`src/rtl/seg7_pkg.sv`:
```
// Shared constants for the 7-segment scan counter: glyph table, blank code and digit limit.
package seg7_pkg;

  // Glyphs are {g,f,e,d,c,b,a}, active high; b and d use lower-case shapes.
  localparam logic [6:0] SEG7_GLYPH [16] = '{
    7'h3F, 7'h06, 7'h5B, 7'h4F, 7'h66, 7'h6D, 7'h7D, 7'h07,
    7'h7F, 7'h6F, 7'h77, 7'h7C, 7'h39, 7'h5E, 7'h79, 7'h71
  };

  localparam logic [6:0] SEG7_BLANK = 7'h00;

  function automatic logic [3:0] digit_max(input logic mode_dec);
    return mode_dec ? 4'd9 : 4'd15;
  endfunction

endpackage

```
`src/rtl/seg7_scan_counter_decode.sv`:
```
// Combinational hex digit to 7-segment glyph lookup.
module seg7_decode
  import seg7_pkg::*;
(
  input  logic [3:0] digit,
  output logic [6:0] glyph
);

  always_comb glyph = SEG7_GLYPH[digit];

endmodule

```
`src/rtl/seg7_scan_counter.sv`:
```
// Multi-digit hex/BCD up/down counter with a time-multiplexed 7-segment driver.
// Define SEG7_LZ_BLANK_EN to blank leading zero digits (digit 0 always shown).
module seg7_scan_counter
  import seg7_pkg::*;
#(
  parameter int TICK_DIV   = 10_000_000,
  parameter int SCAN_DIV   = 1_000,
  parameter int NUM_DIGITS = 4
) (
  input  logic                    clk,
  input  logic                    rst_n,
  input  logic                    en,
  input  logic                    up_dn,
  input  logic                    mode_dec,
  input  logic                    load,
  input  logic [4*NUM_DIGITS-1:0] load_val,
  output logic [6:0]              seg,
  output logic [NUM_DIGITS-1:0]   dig_en,
  output logic                    wrap
);

  localparam int PW = $clog2(TICK_DIV);
  localparam int SW = (SCAN_DIV > 1) ? $clog2(SCAN_DIV) : 1;
  localparam int IW = (NUM_DIGITS > 1) ? $clog2(NUM_DIGITS) : 1;
  localparam logic [NUM_DIGITS-1:0] DIG_ONE = 1;

  logic [PW-1:0]           pre;
  logic [SW-1:0]           scan_cnt;
  logic [IW-1:0]           idx;
  logic [4*NUM_DIGITS-1:0] value;
  logic [4*NUM_DIGITS-1:0] value_step;
  logic [4*NUM_DIGITS-1:0] value_load;
  logic                    step_wrap;
  logic                    tick;
  logic [3:0]              cur_digit;
  logic [6:0]              glyph;
  logic                    blank;

  assign tick = en && (pre == PW'(TICK_DIV - 1));

  // Ripple carry/borrow chain; a stale BCD digit above 9 behaves as the max digit.
  always_comb begin : step_chain
    logic [3:0] d;
    logic [3:0] mx;
    logic       c;
    d          = 4'd0;
    mx         = digit_max(mode_dec);
    c          = 1'b1;
    value_step = value;
    for (int i = 0; i < NUM_DIGITS; i++) begin
      d = value[4*i +: 4];
      if (c) begin
        if (up_dn) begin
          if (d >= mx) begin
            d = 4'd0;
          end else begin
            d = d + 4'd1;
            c = 1'b0;
          end
        end else begin
          if (d == 4'd0) begin
            d = mx;
          end else if (d > mx) begin
            d = mx;
            c = 1'b0;
          end else begin
            d = d - 4'd1;
            c = 1'b0;
          end
        end
      end
      value_step[4*i +: 4] = d;
    end
    step_wrap = c;
  end

  always_comb begin
    value_load = load_val;
    if (mode_dec) begin
      for (int i = 0; i < NUM_DIGITS; i++) begin
        if (load_val[4*i +: 4] > 4'd9) value_load[4*i +: 4] = 4'd9;
      end
    end
  end

  always_ff @(posedge clk or negedge rst_n) begin
    if (!rst_n) begin
      pre   <= '0;
      value <= '0;
      wrap  <= 1'b0;
    end else begin
      wrap <= 1'b0;
      if (load) begin
        value <= value_load;
        pre   <= '0;
      end else if (en) begin
        if (tick) begin
          pre   <= '0;
          value <= value_step;
          wrap  <= step_wrap;
        end else begin
          pre <= pre + PW'(1);
        end
      end
    end
  end

  always_ff @(posedge clk or negedge rst_n) begin
    if (!rst_n) begin
      scan_cnt <= '0;
      idx      <= '0;
    end else if (scan_cnt == SW'(SCAN_DIV - 1)) begin
      scan_cnt <= '0;
      idx      <= (idx == IW'(NUM_DIGITS - 1)) ? '0 : idx + IW'(1);
    end else begin
      scan_cnt <= scan_cnt + SW'(1);
    end
  end

  assign cur_digit = value[{idx, 2'b00} +: 4];

  seg7_decode u_decode (
    .digit (cur_digit),
    .glyph (glyph)
  );

`ifdef SEG7_LZ_BLANK_EN
  // Blank when this digit and every more-significant digit are zero.
  always_comb begin
    blank = 1'b0;
    if (idx != '0) begin
      blank = 1'b1;
      for (int i = 0; i < NUM_DIGITS; i++) begin
        if ((i >= int'(idx)) && (value[4*i +: 4] != 4'd0)) blank = 1'b0;
      end
    end
  end
`else
  assign blank = 1'b0;
`endif

  // seg and dig_en share one register stage so each pair belongs to one digit.
  always_ff @(posedge clk or negedge rst_n) begin
    if (!rst_n) begin
      seg    <= SEG7_BLANK;
      dig_en <= DIG_ONE;
    end else begin
      seg    <= blank ? SEG7_BLANK : glyph;
      dig_en <= DIG_ONE << idx;
    end
  end

endmodule

```
`config.mk`:
```
export PLATFORM = sky130hd
export DESIGN_NAME = seg7_scan_counter
export DESIGN_NICKNAME = d
export VERILOG_FILES = /design/src/rtl/seg7_pkg.sv /design/src/rtl/seg7_scan_counter_decode.sv /design/src/rtl/seg7_scan_counter.sv
export SDC_FILE = /design/constraint.sdc
export NUM_CORES = 1
export LEC_CHECK = 0
export CAP_MARGIN = 30
export CORE_ASPECT_RATIO = 0.8
export CORE_MARGIN = 2
export CORE_UTILIZATION = 43
export CTS_CLUSTER_SIZE = 30
export DETAILED_ROUTE_END_ITERATION = 7
export GPL_ROUTABILITY_DRIVEN = 0
export PLACE_DENSITY = 0.61
export SLEW_MARGIN = 20
export SYNTH_ARGS = -nofsm -noshare
export SYNTH_HDL_FRONTEND = slang
export SYNTH_HIERARCHICAL = 1
export SYNTH_SLANG_ARGS = --single-unit
```
`constraint.sdc`:
```
create_clock -name clk -period 2.2 [get_ports clk]
set_input_delay 0.22 -clock clk [delete_from_list [all_inputs] [get_ports clk]]
set_output_delay 0.22 -clock clk [all_outputs]
set_load 0.02 [all_outputs]
```
==> results of run 1 <==
-- per-layer routing --
layer	GRT usage (%)	part of all wire [%]	vias up
met5	0	0	-
met4	7.23	1.0	0
met3	4.31	4.3	10
met2	33.8	46	85
met1	28.0	49	1799
li1	-	-	1908
-- cells in the final DEF (no fill, tap or decap), types with 4 or more instances in the layout --
| cell | netlist | routed |
|---|---|---|
| nand4_1 | 5 | 5 |
| a21o_1 | 8 | 8 |
| nor2_1 | 59 | 59 |
| mux4_2 | 4 | 4 |
| o21ai_0 | 22 | 21 |
| xor2_1 | 20 | 20 |
| xnor2_1 | 21 | 21 |
| o211ai_1 | 6 | 6 |
| clkbuf_16 | 0 | 9 |
| clkdlybuf4s50_1 | 0 | 31 |
| dfrtp_1 | 63 | 62 |
| ha_1 | 31 | 29 |
| and3_1 | 7 | 7 |
| nor3_1 | 15 | 15 |
| inv_1 | 22 | 21 |
| mux2i_1 | 5 | 5 |
| a21oi_1 | 14 | 12 |
| a211oi_1 | 6 | 5 |
| nand3_1 | 35 | 35 |
| o31ai_1 | 6 | 6 |
| buf_4 | 0 | 59 |
| mux2_2 | 6 | 6 |
| nand2_1 | 26 | 26 |
| and3_2 | 4 | 4 |
| a31oi_1 | 8 | 7 |
-- cell families after synthesis --
group                      after synthesis  synth area share (%)
muxes                                   16                  5.21
xor gates and xnor gates                41                  8.00
DFF                                     64                  35.7
AOI/OAI and AO/OA                       96                  15.2
adders and majority gates               31                  8.64
and+or+nand+nor                        188                  21.9
buffers and inverters                   48                  5.32
-- final cells by class --
type                            count  area [µm²]  share of cell area, %
Sequential cell                    64        1600                   28.0
Timing Repair Buffer               95         817                   14.3
Clock buffer                       11         253                   4.41
Inverter                           22        82.6                   1.44
Tap cell                          140         175                   3.06
Multi-Input combinational cell    372        2720                   47.5
Clock inverter                      5        78.8                   1.38
-- worst reg2reg max path, cell delays in order (launching register included) --
cell,delay (ns)
dfrtp_1,0.37
or4b_4,0.58
nor3_4,0.25
o211ai_4,0.14
o31a_1,0.36
a221o_1,0.33
-- how the worst max path moves through the flow --
stage               slack [ns]                  from               endpoint  depth (start not counted)
finish                    0.05   pre[17]$_DFFE_PN0P_  value[12]$_DFFE_PN0P_                          5
global route             -0.04   pre[17]$_DFFE_PN0P_  value[15]$_DFFE_PN0P_                          5
CTS                      0.003   pre[18]$_DFFE_PN0P_  value[10]$_DFFE_PN0P_                          5
detailed placement       -0.43              mode_dec  value[10]$_DFFE_PN0P_                          7
global placement         -0.32              mode_dec  value[12]$_DFFE_PN0P_                          8
floorplan                 0.03  value[0]$_DFFE_PN0P_  value[11]$_DFFE_PN0P_                          8
-- what timing repair did --
action	4_1_cts	5_1_grt
pin swaps	0	12
hold buffers	1	0
hold endpoints to repair	63	0
endpoints found under the setup margin	8	14
resized for setup	5	10
-- where the power goes --
part / internal [W] / switching [W]
Clock: 0.00105 / 0.000528
Combinational: 0.000407 / 0.000438
Sequential: 0.00123 / 0.0000527
Total: 0.00269 / 0.00102
-- through the flow --
| stage | std cells | area [µm²] | TNS, ns |
|---|---|---|---|
| CTS | 709 | 5690 | 0 |
| global placement | 692 | 5330 | -3.47 |
| floorplan | 484 | 4500 | 0 |
| detailed placement | 692 | 5330 | -4.20 |
| global route | 709 | 5730 | -0.127 |
| finish | 709 | 5730 | 0 |
-- registers in the layout (all words and copies together), names as in the netlist --
| signal | count |
|---|---|
| dig_en | 4 |
| pre | 24 |
| idx | 2 |
| wrap | 1 |
| scan_cnt | 10 |
| value | 16 |
| seg | 7 |
==> flow_metrics.tcl, run 1 <==
set metrics [dict create \
    outcome "completed" \
    setup_ws_ns 0.0470 \
    crit_family "compound AO/OA/AOI/OAI gates" \
    ant_nets 0 \
    nNetsFinal 617 \
    area_growth_pct 27.6 \
    die_height_um 95.4 \
    power.density_mw_per_mm2 647 \
    critPathRequiredTime_ns 2.41 \
    peakVddDrop_uv 342 \
    hold_viol 0 \
    cts_sinks 64 \
    port_buffers 33 \
    place_hpwl_um 7870 \
    fillCellCount 930 \
    routed_wl_um 10800 \
    crit_path_start_kind "flip-flop" \
    rows 33 \
    yosysUniqueCellTypes 66 \
    antenna_cells 0 \
    synth_edf_count 0 \
    synthTopCellsByCount "dfrtp_1, nor2_1, nand3_1" \
    r2r_slack_ns 0.05 \
    viasPerCell 5.36 \
    seq_area_frac_synth_pct 35.7 \
    critPathSlowestCell "or4b_4" \
    syn_area_mm2 0.00449 \
    p_leak_nw 2.53 \
    cpPeakStageDelay_ns 0.58 \
    cts_tree "done" \
    max-slew-margin-rel_pct 65.8 \
    async_flop_share_pct 100 \
    reg2reg_depth 5 \
    syn_avg_cell_area_um2 9.28 \
    post_drt_wl_per_cell_um 15.3 \
    rsz0062_at_grt "true" \
    tightest_slew_ns 0.509 \
    maxCapViolCount 0 \
    synth_ff_type "dfrtp_1" \
    crit_buf_inv 0 \
    clk_latency_ns 0.33 \
    period_needed_ns 2.15 \
    grt_pass1_vias 3899 \
    clock_path_buffers 2 \
    end_kind "flip-flop" \
    io_pins 34 \
    synthCells 484 \
    worstPathArrival_ns 2.37 \
    fmaxAchievable_mhz 464 \
    coreArea_mm2 0.0102 \
    start_util_pct 44.0 \
    grt_max_degree 65 \
    slew_violations 0 \
    synth_most_common_cell "dfrtp_1" \
    overflow 0 \
    post-cts-setup-buffers 0 \
    fin_crit_sh_pct 97.9 \
    synth_top_cell_by_area "dfrtp_1" \
    synth_warnings 6 \
    path_class "reg -> reg" \
    htree_levels 3 \
    layout-drive-gt1-share_pct 20.7 \
    clkTransAtPathRegs_ns 0.05 \
    final_util_pct 56.2 \
    grt_pass1_wl_um 18700 \
    syn_nets 537 \
    grt_util_all_layers_pct 20.9 \
    finClkSkew_ns 0.00643 \
    dieArea_mm2 0.0113 \
    cts_inserted_buffers 9 \
    crit_chain "or4b_4, nor3_4, o211ai_4, o31a_1, a221o_1" \
    synth_top_area_share_pct 35.1 \
    crit_fanout 6 \
    setup_viol 0 \
    vias 3802 \
    synth_area_leaders "dfrtp_1, ha_1, nor2_1" \
    p_total_w 0.00371 \
    crit-reg2reg-launch "pre[17]$_DFFE_PN0P_" \
    antenna_found_initial 0 \
    dr.pass1.iters 5 \
    hold_slack_ns 0.448 \
    timing.rr.end "value[12]$_DFFE_PN0P_" \
    ys_seq_elements 64 \
    drcViolationCount 0 \
    clockRootBuffer "clkbuf_16" \
    worstHoldPathType "in -> async" \
    die_w_um 118 \
    drt_iter0_markers 230 \
    pre_cts_ws_ns -0.431 \
]
Note: power is estimated with default switching activity, not from simulation.
==> run 2, diff against run 1 <==
Settings changed: ABC_CLOCK_PERIOD_IN_PS set to 2200, SYNTH_HIERARCHICAL 1 to not set.
==> flow_metrics.tcl, run 2 <==
set metrics [dict create \
    outcome "complete, but fails checks" \
    violations "negative setup slack" \
    max-slew-margin-rel_pct 76.2 \
    dieArea_mm2 0.0110 \
    drcViolationCount 0 \
    period_needed_ns 2.21 \
    grt_pass1_vias 3857 \
    die_height_um 94.2 \
    largestRegisters "pre (24), value (16), scan_cnt (10)" \
    power.density_mw_per_mm2 636 \
    seq_area_frac_synth_pct 36.6 \
    multiInputGateArea_mm2 0.00263 \
    layout_commonest_cell "buf_4" \
    end_kind "flip-flop" \
    synth_edf_count 0 \
    tightest_slew_ns 0.352 \
    async_flop_share_pct 100 \
    place_hpwl_um 7960 \
    crit-reg2reg-launch "pre[16]$_DFFE_PN0P_" \
    placedCellCount 713 \
    grt_max_degree 65 \
    critPathRequiredTime_ns 2.41 \
    path_class "reg -> reg" \
    pre_cts_ws_ns -0.349 \
    peakVddDrop_uv 445 \
    area_growth_pct 32.6 \
    synth_top_area_share_pct 36.0 \
    syn_nets 541 \
    htree_levels 3 \
    syn_avg_cell_area_um2 8.97 \
    regMostFlops "pre" \
    port_buffers 33 \
    antenna_found_initial 0 \
    synth_ff_type "dfrtp_1" \
    fin_crit_sh_pct 100 \
    finClkSkew_ns 0.00640 \
    timing.rr.end "value[8]$_DFFE_PN0P_" \
    cts_tree "done" \
    nNetsFinal 644 \
    clock_path_buffers 2 \
    synthCells 488 \
    rows 32 \
    dr.pass1.iters 5 \
    worstHoldPathType "in -> async" \
    post_drt_wl_per_cell_um 15.3 \
    yosysUniqueCellTypes 62 \
    synth_warnings 0 \
    clkTransAtPathRegs_ns 0.06 \
    coreArea_mm2 0.00977 \
    ant_nets 0 \
    startpoint "pre[16]$_DFFE_PN0P_" \
    routed_wl_um 11200 \
    reg2reg_depth 7 \
    layout-drive-gt1-share_pct 20.8 \
    hold_viol 0 \
    fillCellCount 892 \
    vias 3972 \
    slew_violations 0 \
    r2r_slack_ns -0.007 \
    worstPathArrival_ns 2.42 \
    die_w_um 117 \
    regArea_mm2 0.00160 \
    ys_seq_elements 64 \
    setup_ws_ns -0.00735 \
    grt_pass1_wl_um 18500 \
    cts_sinks 64 \
    stdcell_count 732 \
    start_util_pct 44.8 \
    largest_reg_flops 24 \
    maxCapViolCount 0 \
    drt_iter0_markers 187 \
    synth_most_common_cell "nor2_1" \
    setup_viol 1 \
    grt_util_all_layers_pct 21.7 \
    clk_latency_ns 0.35 \
    crit_path_start_kind "flip-flop" \
    rsz0062_at_grt "true" \
    antenna_cells 0 \
    synth_top_cell_by_area "dfrtp_1" \
    clockRootBuffer "clkbuf_16" \
    hold_slack_ns 0.421 \
    crit_fanout 7 \
    synth_area_leaders "dfrtp_1, ha_1, nor2_1" \
    viasPerCell 5.43 \
    p_leak_nw 2.58 \
    endpoint "value[8]$_DFFE_PN0P_" \
    synthTopCellsByCount "nor2_1, dfrtp_1, ha_1" \
    overflow 0 \
    io_pins 34 \
    final_cell_mix "buf_4, nor2_1, dfrtp_1" \
    cts_inserted_buffers 9 \
    fmaxAchievable_mhz 453 \
    syn_area_mm2 0.00438 \
]
run 2: final cells by class:
| type | count | share of cell area (%) |
|---|---|---|
| Clock inverter | 4 | 0.927 |
| Sequential cell | 64 | 27.6 |
| Tap cell | 136 | 2.93 |
| Multi-Input combinational cell | 372 | 45.4 |
| Timing Repair Buffer | 116 | 16.9 |
| Clock buffer | 12 | 4.42 |
| Inverter | 28 | 1.81 |
run 2: report_power, final:
part	leakage, nW	internal, W	total, W	switching, W
registers	0.817	0.00123	0.00129	0.0000514
logic	1.62	0.000439	0.000912	0.000472
clock network	0.145	0.000941	0.00149	0.000554
total	2.58	0.00261	0.00369	0.00108
run 2: what timing repair did:
item,4_1_cts,5_1_grt
endpoints found under the hold margin,63,0
pin swaps,3,1
endpoints found under the setup margin,4,33
hold buffers,1,0
setup buffers,1,1
gates cloned,0,0
gates resized for setup,2,11
run 2: routing by layer:
layer  vias up  global-route usage (%)  share of wire [%]
li1       1963                       -                  -
met1      1917                    30.6                 50
met2        79                    33.1                 44
met3        13                    6.39                5.0
met4         0                    4.51               0.99
met5         -                       0                  0
run 2: logic make-up (layout without fill, tap and decap cells):
logic type               Yosys count  in the layout  share of synthesized area [%]
XOR/XNOR                          32             32                           6.41
adder cells (fa/ha/maj)           31             31                           8.86
multiplexers                      19             19                           5.92
flip-flops                        64             64                           36.6
AO/OA/AOI/OAI                    100            100                           15.2
buffers and inverters             52            160                           4.58
AND/OR/NAND/NOR                  190            190                           22.4
run 2: stage by stage:
step | util (%) | instance area [µm²] | TNS, ns | power [W]
final | 59.4 | 5800 | -0.00735 | 0.00369
after global routing | 59.4 | 5800 | -1.15 | 0.00386
after CTS | 58.7 | 5740 | 0 | 0.00369
after detailed placement | 55.3 | 5400 | -3.53 | 0.00218
after global placement | 55.3 | 5400 | -3.13 | 0.00216
after floorplan | - | 4380 | 0 | 0.00179
run 2: critical path: stages, from the launching register on:
cell and delay [ns]:
dfrtp_1 0.38, or4b_4 0.56, nor4_4 0.19, nand4_4 0.23, buf_4 0.20, buf_4 0.13, o31ai_2 0.27, a31oi_1 0.12
run 2: how the worst min path moves through the flow:
stage	startpoint	end	slack [ns]	cells past startpoint
after CTS	rst_n	value[7]$_DFFE_PN0P_	0.44	3
final	rst_n	value[11]$_DFFE_PN0P_	0.42	3
after global placement	rst_n	value[7]$_DFFE_PN0P_	0.26	2
after floorplan	rst_n	dig_en[1]$_DFF_PN0_	-0.08	0
after detailed placement	rst_n	value[7]$_DFFE_PN0P_	0.27	2
after global routing	rst_n	value[10]$_DFFE_PN0P_	0.48	3
==> RTL edit, RTL diff (config.mk and constraints of run 2) <==
The option `SEG7_LZ_BLANK_EN` is turned on by a define.
--- a/src/rtl/seg7_scan_counter.sv
+++ b/src/rtl/seg7_scan_counter.sv
@@ -1,5 +1,7 @@
 // Multi-digit hex/BCD up/down counter with a time-multiplexed 7-segment driver.
 // Define SEG7_LZ_BLANK_EN to blank leading zero digits (digit 0 always shown).
+`define SEG7_LZ_BLANK_EN
+
 module seg7_scan_counter
   import seg7_pkg::*;
 #(
Formal check against the unedited RTL: same outputs for any inputs over 10 cycles, from zero or initial values and one cycle with rst_n low; that may be too few to reach the edited logic, so the function may still have changed.
==> RTL edit against run 2 <==
Hold slack worse by 66 ps; synthesized area grew 1.2%; register-to-register slack improved by 90 ps; design area rose by 1.5%; power rose by 7.7%; critical path type is now input pin to flip-flop; routed wire length is 9.1% higher; worst setup slack gained 51 ps; sequential cell count stayed put; critical path depth increased by 3; global-route usage increased by 0.88 points; largest cell class unchanged.
==> RTL edit: results (changes against run 2) <==
.. list-table::
   :header-rows: 1

   * - Metric
     - Value
   * - Result of the run
     - completed
   * - Met2 layer usage reported by global route
     - 33.3% (+0.19 points)
   * - Final Net Count
     - 666 (+3.4%)
   * - Leakage power
     - 2.59 nW (+0.43%)
   * - Top area cells in the synthesized netlist
     - dfrtp_1 (36%), ha_1 (8.2%), nor2_1 (5.9%)
   * - First-pass GRT wire length
     - 19900 µm (+7.7%)
   * - Biggest fanout along the worst timing path
     - 10 (+3)
   * - Setup WS pre-CTS
     - -222 ps (+127 ps)
   * - Multi-input gate area in the final layout
     - 2700 µm² (+2.7%)
   * - Number of buffers other than clock buffers in the final layout
     - 120 (+3.4%)
   * - Pin slew with the least headroom to its limit
     - 467 ps (+115 ps)
   * - Clock Skew
     - 4.92 ps (-1.47 ps)
   * - Met3 routing resource usage after global routing
     - 5.92% (-0.47 points)
   * - Insertion delay to the later sink of the worst-skew pair
     - 330 ps (-20 ps)
   * - Depth of the worst register-to-register path
     - 8 (+1)
   * - Post-synth cell types
     - 59 (-4.8%)
   * - Area fraction in compound gates after synthesis
     - 17.6% (+2.4 points)
   * - Worst setup path startpoint
     - mode_dec
   * - Synth Area in Adders
     - 8.20% (-0.67 points)
   * - Path type of the worst setup path
     - input pin to flip-flop
   * - Syn avg cell area
     - 8.70 µm² (-3.0%)
   * - VDD IR-drop max
     - 0.292 mV (-34%)
   * - Destination of the critical timing path
     - value[13]
   * - Post-route met1 wirelength
     - 5970 µm (+6.4%)
   * - Share of layout cells above drive strength 1
     - 20.4% (-0.45 points)
   * - Mux contribution to synthesized area
     - 4.41% (-1.5 points)
   * - Worst r2r dst
     - value[10]
   * - First-iteration detailed-routing DRC count
     - 308 (+65%)
   * - Routed wire length on met3
     - 829 µm (+48%)
   * - CP arrival
     - 2370 ps (-50 ps)
   * - Cell with the biggest individual delay on the critical path
     - clkdlybuf4s50_1
   * - Invs w/o clock
     - 21 (-25%)
   * - Non-clock buffering overhead
     - 17.1% (+0.19 points)
   * - Post-Synth XOR/XNOR Area
     - 6.92% (+0.52 points)
   * - WL met2
     - 5200 µm (+6.0%)
   * - Kind of cell adding the most delay to the critical path
     - compound AO/OA/AOI/OAI gates
   * - Register-to-register setup slack
     - 80 ps (+90 ps)
   * - Post-synthesis net count
     - 560 (+3.5%)
   * - Post-CTS Setup Bufs
     - 0 (-1)
   * - DP Area
     - 5490 µm² (+1.6%)
   * - Commonest cells post-synth
     - nor2_1 (69), dfrtp_1 (63), nand2_1 (36)
   * - Clock-cell share of area
     - 5.46% (+0.11 points)
   * - Met1 Resource Use GR
     - 32.1% (+1.5 points)
   * - Maximum clock frequency
     - 464 MHz (+2.4%)
   * - Tot GR Track Use
     - 22.6% (+0.88 points)
   * - Placed cell count
     - 743 (+4.2%)
   * - Delay contributed by the slowest stage of the critical path
     - 400 ps (-160 ps)
   * - Cell area after layout
     - 5890 µm² (+1.5%)
   * - Share of the yosys chip area belonging to registers
     - 36.2% (-0.42 points)
[RTL edit: cell families (layout without fill, tap and decap cells)]
kind of cell,after synthesis,in the layout
mux,14,14
xor+xnor,35,35
buf+inv,46,156
simple gates,202,202
flops,64,64
fa+ha+maj,29,29
compound gates,119,119
[RTL edit: power breakdown]
group	leakage, nW	switching (mW)	internal [mW]	total [mW]
Combinational	1.62	0.568	0.518	1.09
Sequential	0.817	0.0755	1.25	1.33
Clock	0.159	0.515	1.05	1.56
[RTL edit: worst min-delay path by stage]
stage | slack [ps] | to | cells after the start
after global routing | 380 | value[14] | 2
after CTS | 350 | value[14] | 2
after detailed placement | 170 | seg[3] | 1
final | 350 | seg[5] | 2
after floorplan | -80 | dig_en[1] | 0
after global placement | 160 | seg[3] | 1
[RTL edit: repair_timing]
item,4_1_cts,5_1_grt
hold buffers,1,0
gates resized for setup,2,13
pin swaps,0,2
setup endpoints to repair,10,19
endpoints found under the hold margin,12,0
